[src/rtl/seq_detector_param.sv]
// Runtime-configurable Moore sequence detector with registered match pulse.
// Optional saturating match counter enabled by defining SEQ_DET_CNT_EN.
module seq_detector_param #(
  parameter int unsigned PAT_W = 8,
  parameter int unsigned LEN_W = 4,
  parameter int unsigned CNT_W = 8
) (
  input  logic             clk,
  input  logic             reset,
  input  logic             x,
  input  logic             x_valid,
  input  logic             cfg_load,
  input  logic [PAT_W-1:0] cfg_pattern,
  input  logic [LEN_W-1:0] cfg_len,
  input  logic             cfg_overlap,
  output logic             z,
  output logic             busy,
  output logic [CNT_W-1:0] match_cnt
);

  localparam logic [1:0] S_FILL  = 2'd0;
  localparam logic [1:0] S_ARMED = 2'd1;
  localparam logic [1:0] S_MATCH = 2'd2;

  logic [1:0]       state_q, state_d;
  logic [PAT_W-1:0] hist_q, hist_d;
  logic [LEN_W-1:0] fill_q, fill_d;
  logic [PAT_W-1:0] pat_q;
  logic [LEN_W-1:0] len_q;
  logic             ovl_q;

  logic             accept;
  logic [PAT_W-1:0] hist_shift;
  logic [PAT_W-1:0] mask;
  logic             cmp;
  logic [LEN_W-1:0] fill_inc;
  logic [LEN_W-1:0] len_clamped;

  assign accept     = x_valid & ~cfg_load;
  assign hist_shift = {hist_q[PAT_W-2:0], x};
  assign fill_inc   = fill_q + 1'b1;

  // Only the low len bits of the history take part in the comparison.
  always_comb begin
    mask = '0;
    for (int i = 0; i < PAT_W; i++) begin
      mask[i] = (i < int'(len_q));
    end
  end

  assign cmp = (((hist_shift ^ pat_q) & mask) == '0);

  always_comb begin
    len_clamped = cfg_len;
    if (cfg_len == '0) begin
      len_clamped = LEN_W'(1);
    end else if (cfg_len > LEN_W'(PAT_W)) begin
      len_clamped = LEN_W'(PAT_W);
    end
  end

  always_comb begin
    state_d = state_q;
    hist_d  = hist_q;
    fill_d  = fill_q;
    if (accept) begin
      hist_d = hist_shift;
    end
    case (state_q)
      S_FILL: begin
        if (accept) begin
          fill_d = fill_inc;
          if (fill_inc == len_q) begin
            state_d = cmp ? S_MATCH : S_ARMED;
          end
        end
      end
      S_ARMED: begin
        if (accept && cmp) begin
          state_d = S_MATCH;
        end
      end
      S_MATCH: begin
        if (ovl_q) begin
          state_d = (accept && cmp) ? S_MATCH : S_ARMED;
        end else if (accept) begin
          // Non-overlap: this bit starts a fresh fill, so len=1 completes immediately.
          fill_d = LEN_W'(1);
          if (len_q == LEN_W'(1)) begin
            state_d = cmp ? S_MATCH : S_ARMED;
          end else begin
            state_d = S_FILL;
          end
        end else begin
          fill_d  = '0;
          state_d = S_FILL;
        end
      end
      default: begin
        state_d = S_FILL;
        fill_d  = '0;
      end
    endcase
    if (cfg_load) begin
      state_d = S_FILL;
      hist_d  = '0;
      fill_d  = '0;
    end
  end

  always_ff @(posedge clk) begin
    if (reset) begin
      state_q <= S_FILL;
      hist_q  <= '0;
      fill_q  <= '0;
      pat_q   <= '0;
      len_q   <= LEN_W'(1);
      ovl_q   <= 1'b0;
    end else begin
      state_q <= state_d;
      hist_q  <= hist_d;
      fill_q  <= fill_d;
      if (cfg_load) begin
        pat_q <= cfg_pattern;
        len_q <= len_clamped;
        ovl_q <= cfg_overlap;
      end
    end
  end

  assign z    = (state_q == S_MATCH);
  assign busy = (state_q == S_FILL);

`ifdef SEQ_DET_CNT_EN
  logic [CNT_W-1:0] cnt_q;

  always_ff @(posedge clk) begin
    if (reset || cfg_load) begin
      cnt_q <= '0;
    end else if ((state_d == S_MATCH) && (cnt_q != '1)) begin
      cnt_q <= cnt_q + 1'b1;
    end
  end

  assign match_cnt = cnt_q;
`else
  assign match_cnt = {CNT_W{1'b0}};
`endif

endmodule
[config.mk]
export PLATFORM = sky130hd
export DESIGN_NAME = seq_detector_param
export DESIGN_NICKNAME = d
export VERILOG_FILES = /design/src/rtl/seq_detector_param.sv
export SDC_FILE = /design/constraint.sdc
export NUM_CORES = 1
export LEC_CHECK = 0
export CAP_MARGIN = 5
export CORE_UTILIZATION = 54
export DETAILED_ROUTE_END_ITERATION = 8
export PLACE_DENSITY = 0.89
export SYNTH_ARGS = -nofsm -noshare
export SYNTH_HDL_FRONTEND = slang
export SYNTH_SLANG_ARGS = --single-unit
[constraint.sdc]
create_clock -name clk -period 4.7 [get_ports clk]
set_clock_uncertainty 0.1 [all_clocks]
set_input_delay 1.175 -clock clk [delete_from_list [all_inputs] [get_ports clk]]
set_output_delay 1.175 -clock clk [all_outputs]
set_load 0.01 [all_outputs]
==> summary by stage, run 1 <==
Pwr
VDD sags by at most 0.0002859 V. The static leakage is 0.6532 nW. The power density over cell area is 291.1 mW/mm^2.

Yosys
The count of state elements after synthesis is 26. The area fraction of the dominant cell type after synthesis is 0.3675. The number of distinct library cells after synthesis is 40. The share of the yosys chip area belonging to registers is 0.3675. The cell area that synthesis handed to floorplanning was 0.001416 sq mm. A synthesized cell averages 8.797 sq um. In this run, synthesis inferred 0 flip-flops with an integrated enable. In the synthesized netlist the dominant register cell turns out to be sky130_fd_sc_hd__dfxtp_1. The cell count after synthesis is 161. Counting flops with an async set or reset pin after synthesis yields a share of 0. The Yosys step of the flow raised 0 warnings. The commonest cells after synthesis are 29 x sky130_fd_sc_hd__nor2_1, 26 x sky130_fd_sc_hd__dfxtp_1, 17 x sky130_fd_sc_hd__mux2i_1, 9 x sky130_fd_sc_hd__a21oi_1. Ranked by total cell area, the synthesized netlist is headed by sky130_fd_sc_hd__dfxtp_1 37%, sky130_fd_sc_hd__mux2i_1 12%, sky130_fd_sc_hd__nor2_1 7.7%. The largest total area in the synthesized netlist belongs to sky130_fd_sc_hd__dfxtp_1. The most instantiated library cell after synthesis is sky130_fd_sc_hd__nor2_1.

Worst setup path
The critical path is of the in2reg type. The longest individual stage delay on the worst path is 0.87 ns. Traced cell by cell, the critical path runs through clkdlybuf4s50_1 > or2_2 > nor3b_1 > o21ai_0 > a311oi_1.

STA puts the critical path data arrival time at 3.30 ns. The cell family contributing the most delay on the critical path is buffers and inverters. The worst setup path is captured at a flip-flop. For the worst setup path, the data required time is 4.84 ns. The worst-path cell with the longest stage delay is sky130_fd_sc_hd__clkdlybuf4s50_1. The maximum net fanout on the critical path is 19. Across all register-to-register paths, the minimum setup slack is 2.90 ns.

The worst path buffer plus inverter count is 1. The worst setup path is launched from an input pin.

STA
The number of pins exceeding their max-slew limit in the final report is 0. On the final layout, the worst hold slack is 0.4239 ns. After layout, the worst setup slack is 1.541 ns. Based on the critical path, the design can be clocked at up to 0.3166 GHz. The post-route minimum period is 3.159 ns. The final hold violation count came to 0. For the pin with the worst max-slew slack, the measured transition is 0.8896 ns. Setup violations remaining at the end of the flow were counted as 0. The worst pin sits at a relative slew slack of 0.4051.

The share of the cycle needed by the critical path after routing is 0.6721. For the final routed database, the setup TNS stands at 0 ns. Setup repair after global routing left no endpoint under its margin.

Placed design
Timing analysis after detailed placement gives a worst setup slack of 1.207 ns. Once placement completed, the tool counted placed cells totaling 199. The final weighted congestion of routability-driven global placement is 0.8337.

Input and output buffers added on the ports amount to 19. The cell area reported after detailed placement is 0.001553 sq mm. Once detailed placement completed, the half-perimeter wirelength came to 2.017 mm.

Clock network
The number of clock buffers added by TritonCTS is 3. The post-CTS setup repair buffer count is 0. Post-CTS repair changed the size of 0 cells. Buffers inserted to repair hold after CTS numbered 0.

The TritonCTS clock tree is built. In this run the number of H-tree levels came out at 1. The clock net in this run drives a total of 26 sinks. The clock root buffer is sky130_fd_sc_hd__clkbuf_4. The clock edge transition at the registers on the reported setup and hold paths is 0.15 ns.

No sink is reached through more buffers than the 2 on the longest clock path. The clock latency on the worst-skew pair is 0.33 ns.

Global routing
The final global-route overflow total is 0. The first global-routing pass estimated 4.781 mm of wire. Entering global routing, the biggest net connects 20 pins.

The number of antenna violations at the first check in global routing came to 0. The overall routing resource usage is 0.2302. The number of global-route vias before repair is 1132.

Floorplan
The floorplan step defined a die boundary enclosing 0.002832 sq mm. Measured along the x axis, the die boundary spans 53.22 um. 28 I/O pins were placed. The area of the placeable core is 0.002477 sq mm. The number of rows created at floorplan is 18. The starting density of the core is 0.5717.

The die is 53.22 um tall.

Status
The flow ran to the end, and the final reports show no timing, DRC or antenna violations.

Final layout
The post-layout instance count excluding filler cells is 203. Of the cells placed in the final design, the portion with a size suffix greater than 1 is 0.04046. The number of antenna diodes in the final layout is 0.

From synthesis to final layout, the design area changed by 13.34%. The final design area excluding fillers is 0.001605 sq mm. Counting the fill cells in the layout gives 215.

For this run, the post-layout net count is 193.

Run
The reported max-cap violation count is 0.

Routing
The residual DRC count is 0. The total wire length after detailed routing is 2.725 mm. The total number of vias is 1138. Once detail routing completed, the nets flagged for antenna violations numbered 0. In this run, the number of DRC markers left after iteration 0 of detailed routing was 21. Before antenna repair, the detailed router went through 4 iterations.

The routed length per placed instance is 13.42 um. The via density per instance is 5.606.

Hold path
The min-delay analysis places its worst path in the category reg2reg.
[sequential cells by signal, indices dropped and copies added (netlist names)]
signal	cells
pat_q	8
ovl_q	1
state_q	2
fill_q	4
len_q	4
hist_q	7
[area by class of cell]
| type | count | area (sq um) | share of cell area |
|---|---|---|---|
| multi-input cells | 123 | 800.8 | 0.4988 |
| inverters | 1 | 3.754 | 0.002338 |
| flip-flops and latches | 26 | 520.5 | 0.3242 |
| repair buffers | 19 | 190.2 | 0.1185 |
| clock buffers | 3 | 22.52 | 0.01403 |
| clock inverters | 1 | 30.03 | 0.01871 |
| well taps | 30 | 37.54 | 0.02338 |
[worst register-to-register path: cells and delay by family, from the launching register on]
family          cells  cell delay (ns)
flops               1             0.47
compound gates      1             0.15
fa+ha+maj           1             0.30
simple gates        2             0.54
xor+xnor            1             0.15
[cell usage in the layout (no fill, tap or decap), drive strengths merged, types with 2 or more instances in the layout]
cell / synthesis / routed
clkbuf: 4 / 3
conb: 1 / 8
and2: 2 / 2
nor4b: 3 / 3
dfxtp: 26 / 26
xor2: 6 / 6
nor2: 29 / 29
or3: 3 / 3
clkdlybuf4s50: 0 / 19
o2111ai: 2 / 2
nand2: 4 / 4
mux2i: 17 / 17
o21bai: 2 / 2
nor3b: 3 / 3
o21ai: 6 / 6
xnor2: 8 / 8
a21o: 2 / 2
a21oi: 9 / 9
[logic make-up (layout without fill, tap and decap cells)]
kind of cell,Yosys count,count (layout),share of synthesized area
AOI/OAI and AO/OA,30,30,0.1387
and+or+nand+nor,53,53,0.1899
buffers and inverters,19,24,0.08568
xor gates and xnor gates,14,14,0.08657
DFF,26,26,0.3675
muxes,17,17,0.1201
other,1,8,0.002648
adders and majority gates,1,1,0.008833
[per-stage QoR]
stage	util	total power, mW
final	0.6480	0.4673
after global routing	0.6480	0.4909
after CTS	0.6480	0.4697
after detailed placement	0.6268	0.3162
after global placement	0.6268	0.3131
after floorplan	-	0.2959
[path summary, 6_finish.rpt]
path                                              from  cells after the start                       to
worst max-delay path                          cfg_load                      5  state_q[0]$_SDFFE_PP0P_
worst min-delay path            fill_q[3]$_SDFFE_PP0P_                      2   fill_q[3]$_SDFFE_PP0P_
worst max register to register  fill_q[0]$_SDFFE_PP0P_                      5  state_q[1]$_SDFFE_PP0P_
worst min register to register  fill_q[3]$_SDFFE_PP0P_                      2   fill_q[3]$_SDFFE_PP0P_
[where the power goes]
part	total, mW	leakage [nW]	internal [mW]	switching [mW]
clock	0.155	0.0279	0.0863	0.0689
sequential	0.239	0.212	0.229	0.0106
combinational	0.0730	0.413	0.0390	0.0341
[metal layers]
| layer | routed length (um) | global-route usage | up-vias |
|---|---|---|---|
| met5 | 0 | 0 | - |
| met4 | 34 | 0.07895 | 0 |
| met3 | 154 | 0.03736 | 4 |
| met2 | 1417 | 0.4208 | 44 |
| met1 | 1120 | 0.2649 | 527 |
| li1 | - | - | 563 |
(Power assumes the default switching activity.)
==> run 2: changes to the inputs <==
--- a/config.mk
+++ b/config.mk
@@ -6,9 +6,9 @@
 export NUM_CORES = 1
 export LEC_CHECK = 0
 export CAP_MARGIN = 5
-export CORE_UTILIZATION = 54
+export CORE_UTILIZATION = 46
 export DETAILED_ROUTE_END_ITERATION = 8
-export PLACE_DENSITY = 0.89
+export PLACE_DENSITY = 0.81
 export SYNTH_ARGS = -nofsm -noshare
 export SYNTH_HDL_FRONTEND = slang
 export SYNTH_SLANG_ARGS = --single-unit
==> constraint.sdc (replaced) <==
create_clock -name clk -period 2.9 [get_ports clk]
set_clock_uncertainty 0.1 [all_clocks]
set_input_delay 0.725 -clock clk [delete_from_list [all_inputs] [get_ports clk]]
set_output_delay 0.725 -clock clk [all_outputs]
set_load 0.01 [all_outputs]
==> run 2 against run 1 <==
The run now ends with DRC left. Critical path type is now reg2out. Total power grew 41%. Register-to-register slack lost 1.8 ns. Combinational power grew 64%. Largest power group unchanged.
==> summary by stage, run 2 (same netlist as run 1, synthesis figures left out) <==
Status
Result of the run: finished, violations left (was finished, final reports clean). The checks that failed: DRC.

Placed design
The final weighted congestion of routability-driven global placement is 0.8497 (was 0.8337). The number of port buffers was 19 (unchanged). The cell area reported after detailed placement is 0.001577 sq mm (was 0.001553 sq mm). The detailed-placement wirelength estimate is 2.106 mm (was 2.017 mm).

Global routing
The maximum number of pins on one net before global-route repair is 15 (was 20). The wire length of the first global-routing pass is 4.733 mm (was 4.781 mm). The number of antenna violations at the first check in global routing was 0 (unchanged).

The fraction of met1 tracks used by global routing came to 0.2291 (was 0.2649). The number of global-route vias before repair is 1083 (was 1132). The routing usage on met3 came to 0.03175 (was 0.03736). The overall routing resource usage was 0.1829 (was 0.2302). The final global-route overflow total is 0 (unchanged). The met2 track demand over resource in global routing is 0.3173 (was 0.4208). The busiest metal layer after global routing is met2 (unchanged).

Floorplan
The height of the chip is 57.49 um (was 53.22 um). The starting density of the core is 0.5007 (was 0.5717). The die footprint is 0.003305 sq mm (was 0.002832 sq mm).

The area of the placeable core is 0.002829 sq mm (was 0.002477 sq mm). The overall die width is 57.49 um (was 53.22 um). The top-level port count is 28 (unchanged). The number of rows created at floorplan is 19 (was 18).

Clock network
The number of hold buffers added after cts came to 0 (unchanged). The clock latency on the worst-skew pair is 0.32 ns (was 0.33 ns). The maximum clock insertion buffer count was 2 (unchanged). The clock root buffer is sky130_fd_sc_hd__clkbuf_4 (unchanged). The TritonCTS clock tree is built (unchanged). The number of instances resized during post-cts repair is 0 (unchanged). The level count of the clock H-tree is 1 (unchanged). The total CTS buffers is 3 (unchanged). The number of sinks handled by clock tree synthesis came to 26 (unchanged). The post-CTS setup repair buffer count was 0 (unchanged). The clock edge transition at the registers on the reported setup and hold paths came to 0.13 ns (was 0.15 ns).

Worst setup path
The data arrival time of the worst path is 1.59 ns (was 3.30 ns). The startpoint type of the worst setup path is a flip-flop (was input pin). The cell depth of the worst flop-to-flop path is 5 (unchanged). The critical path start-end classification is reg2out (was in2reg).

The critical path data required time is 2.08 ns (was 4.84 ns). The maximum net fanout on the critical path was 12 (was 19). The endpoint class of the critical path is a primary output (was flip-flop).

Routing
The via density per instance was 5.451 (was 5.606). The number of antenna-violating nets in the routed design came to 0 (unchanged). The total wire length after detailed routing is 2.766 mm (was 2.725 mm). The residual DRC count is 2 (was 0).

The detailed router's first-iteration violation count is 25 (was 21). The total number of vias is 1123 (was 1138). The routed length per placed instance is 13.43 um (was 13.42 um). The first-pass iteration count of the detailed router is 8 (was 4).

Final layout
The post-layout net count was 196 (was 193). Top library cells by usage in the layout, fill and taps aside: 29 x sky130_fd_sc_hd__nor2_1, 26 x sky130_fd_sc_hd__dfxtp_1, 19 x sky130_fd_sc_hd__clkdlybuf4s50_1, 17 x sky130_fd_sc_hd__mux2i_1, 9 x sky130_fd_sc_hd__a21oi_1 (unchanged). The final standard cell utilization of the core is 0.5652 (was 0.6480).

The share of final-layout standard cells stronger than drive strength 1 came to 0.05143 (was 0.04046). The relative area change from synthesis to final layout was 12.90% (was 13.34%). The layout filler cell count was 268 (was 215). The top register by number of flip-flops is pat_q (unchanged). Largest registers ranked by flip-flop count: pat_q x8, hist_q x7 (unchanged). The number of flip-flops in the largest register is 8 (unchanged). The most common cell after layout, fill and taps aside is sky130_fd_sc_hd__nor2_1 (unchanged). The diode insertion count for antenna repair was 0 (unchanged). The final design area excluding fillers came to 0.001599 sq mm (was 0.001605 sq mm).

STA
The post-route minimum period is 2.415 ns. Unrepaired setup endpoints after global routing: no (unchanged). The relative max-transition margin is 0.6198 (was 0.4051). The number of pins exceeding their max-slew limit in the final report came to 0 (unchanged). Of the available clock period, the critical path in the final layout requires 0.8327. The final hold violation count came to 0 (unchanged). The setup total negative slack was 0 ns (unchanged).

The post-route worst hold slack was 0.4314 ns (was 0.4239 ns). The measured slew at the worst slew-check pin was 0.5624 ns (was 0.8896 ns). The number of setup violations in the final report is 0 (unchanged).

The fmax is 0.4141 GHz.

Run
The reported max-cap violation count is 0 (unchanged).

Pwr
The clock network fraction of total power was 0.228 (was 0.332). The power spent charging and discharging nets is 172.9 uW (was 113.5 uW). The static leakage is 0.6534 nW (was 0.6532 nW). The share of total power consumed by net switching was 0.2632 (was 0.2429).

The internal power consumption is 484.1 uW (was 353.8 uW). The largest vdd supply drop was 0.0002766 V (was 0.0002859 V). The power density over cell area is 410.8 mW/mm^2 (was 291.1 mW/mm^2). The part of the total power dissipated in sequential elements is 0.589 (was 0.512).

The fraction of power consumed by combinational cells is 0.183 (was 0.156).

Hold path
The depth of the worst hold-timing path is 2 (unchanged). The path category of the worst min-delay check is reg2reg (unchanged).
==> run 2: layer usage <==
layer	up-vias	part of all wire	wire length [um]
li1	572	-	-
met1	524	0.48	1325
met5	-	0	0
met3	4	0.037	103
met2	23	0.47	1304
met4	0	0.012	33
==> run 2: power groups by stage <==
| stage | Clock, mW | Sequential (mW) | Combinational (mW) |
|---|---|---|---|
| after floorplan | 0 | 0.385 | 0.0946 |
| after detailed placement | 0 | 0.395 | 0.120 |
| after global routing | 0.173 | 0.390 | 0.132 |
| after global placement | 0 | 0.394 | 0.116 |
| final | 0.150 | 0.387 | 0.120 |
| after CTS | 0.156 | 0.387 | 0.120 |
==> run 2: path summary, 6_finish.rpt <==
check | slack, ns | end | start
min | 0.43 | pat_q[0]$_SDFFE_PP0P_ | pat_q[0]$_SDFFE_PP0P_
min reg2reg | 0.43 | pat_q[0]$_SDFFE_PP0P_ | pat_q[0]$_SDFFE_PP0P_
max | 0.49 | z | state_q[1]$_SDFFE_PP0P_
max reg2reg | 1.13 | state_q[1]$_SDFFE_PP0P_ | fill_q[0]$_SDFFE_PP0P_
==> run 2: critical path, cell delays in order, from the launching register on <==
cell	delay, ns
sky130_fd_sc_hd__dfxtp_1	0.55
sky130_fd_sc_hd__nor2b_1	0.18
sky130_fd_sc_hd__clkdlybuf4s50_1	0.54
==> run 2: final cells by class <==
cell class / count / area, sq um / area share
Sequential cell: 26 / 520.5 / 0.3255
Multi-Input combinational cell: 123 / 800.8 / 0.5008
Tap cell: 31 / 38.79 / 0.02426
Inverter: 1 / 3.754 / 0.002347
Timing Repair Buffer: 22 / 212.7 / 0.1330
Clock buffer: 3 / 22.52 / 0.01408
==> run 2: stage by stage <==
stage / instances / setup WS (ns) / power, mW
global route: 206 / 0.3923 / 0.6948
CTS: 206 / 0.4860 / 0.6628
floorplan: 168 / 0.9086 / 0.4796
global placement: 203 / 0.3864 / 0.5100
finish: 206 / 0.4852 / 0.6570
detailed placement: 203 / 0.3059 / 0.5145
==> RTL edit: new RTL, flow settings as in run 2 <==
Change the parameter `CNT_W` from 8 to 6.
--- a/src/rtl/seq_detector_param.sv
+++ b/src/rtl/seq_detector_param.sv
@@ -3,7 +3,7 @@
 module seq_detector_param #(
   parameter int unsigned PAT_W = 8,
   parameter int unsigned LEN_W = 4,
-  parameter int unsigned CNT_W = 8
+  parameter int unsigned CNT_W = 6
 ) (
   input  logic             clk,
   input  logic             reset,
Ports: changed (resized match_cnt); port bits go from 28 to 26. The function was not compared with the original's and may differ.
==> RTL edit against run 2 <==
The flow still finishes with violations (design-rule violations). Power down 0.78%. Hold slack worse by 0.011 ns. Global-route usage rose by 1.1 points. Worst setup slack improved by 0.037 ns. Sequential cell count unchanged. Core utilization is the same. Routed wire length shrank 2.4%. First-iteration DRC count rose by 140%. Final area did not move. Area after synthesis shrank 1.1%. Synthesized cell count is 1.2% lower. Largest power group unchanged.
==> RTL edit: results (changes against run 2) <==
| Metric | Value |
|---|---|
| Met3 GRT Util | 4.31% (+1.1 points) |
| VDD IR max | 0.000330 V (+19%) |
| Total Power | 0.652 mW (-0.78%) |
| Register area share after synthesis | 37.1% (+0.39 points) |
| Multi-input combinational area share | 49.6% (-0.47 points) |
| First-pass GRT wire length | 5000 um (+5.7%) |
| GP Congestion | 0.836 (-1.6%) |
| Fill cells | 262 (-2.2%) |
| Clk pwr | 0.145 mW (-3%) |
| # DRC | 6 (+4) |
| Status | complete, but fails checks |
| Layout Cells excl Fill | 205 (-0.49%) |
| Non-clk buf share | 13.8% (+0.47 points) |
| Commonest cells post-synth | 29 x nor2_1, 26 x dfxtp_1, 17 x mux2i_1 |
| #MultiIn Comb | 121 (-1.6%) |
| Post-layout nets | 195 (-0.51%) |
| Vias | 1127 (+0.36%) |
| Pleak | 0.652 nW (-0.26%) |
| Area contributors post-synth | dfxtp_1 37%, mux2i_1 12%, nor2_1 7.8% |
| Worst Hold Slack | 0.421 ns (-0.0105 ns) |
| Final period util | 82.0% (-1.3 points) |
| Layout cells sized above 1 | 5.75% (+0.60 points) |
| M1 GR Usage | 22.2% (-0.68 points) |
| Hpwl dp | 2070 um (-1.9%) |
| Gate Count Post-Synth | 159 (-1.2%) |
| Reg2reg setup slack | 1.07 ns (-0.06 ns) |
| Failing checks | design-rule violations |
| Hold path endpoint | fill_q[3] |
| Min-delay src | fill_q[3] |
| Vias in the first global route | 1188 (+9.7%) |
| DRT Wirelength | 2700 um (-2.4%) |
| Critical Path AT | 1.55 ns (-0.04 ns) |
[RTL edit: routing by layer]
layer / share of wire (%) / wire length (um) / vias up
met5: 0 / 0 / -
met4: 1.1 / 31 / 0
met1: 46 / 1230 / 514
li1: - / - / 578
met2: 49 / 1330 / 31
met3: 4.0 / 108 / 4
[RTL edit: logic make-up (layout without fill, tap and decap cells)]
kind of cell | count (synthesis) | count (layout) | synth area share (%)
simple gates | 53 | 53 | 19.2
compound gates | 30 | 30 | 14.0
flops | 26 | 26 | 37.1
mux | 17 | 17 | 12.1
buf+inv | 17 | 27 | 7.59
xor+xnor | 14 | 14 | 8.75
fa+ha+maj | 1 | 1 | 0.893
other cells | 1 | 6 | 0.268
[RTL edit: worst max-delay path, cell delays in order, from the launching register on]
cell	delay, ns
dfxtp_1	0.54
nor2b_1	0.17
clkdlybuf4s50_1	0.54
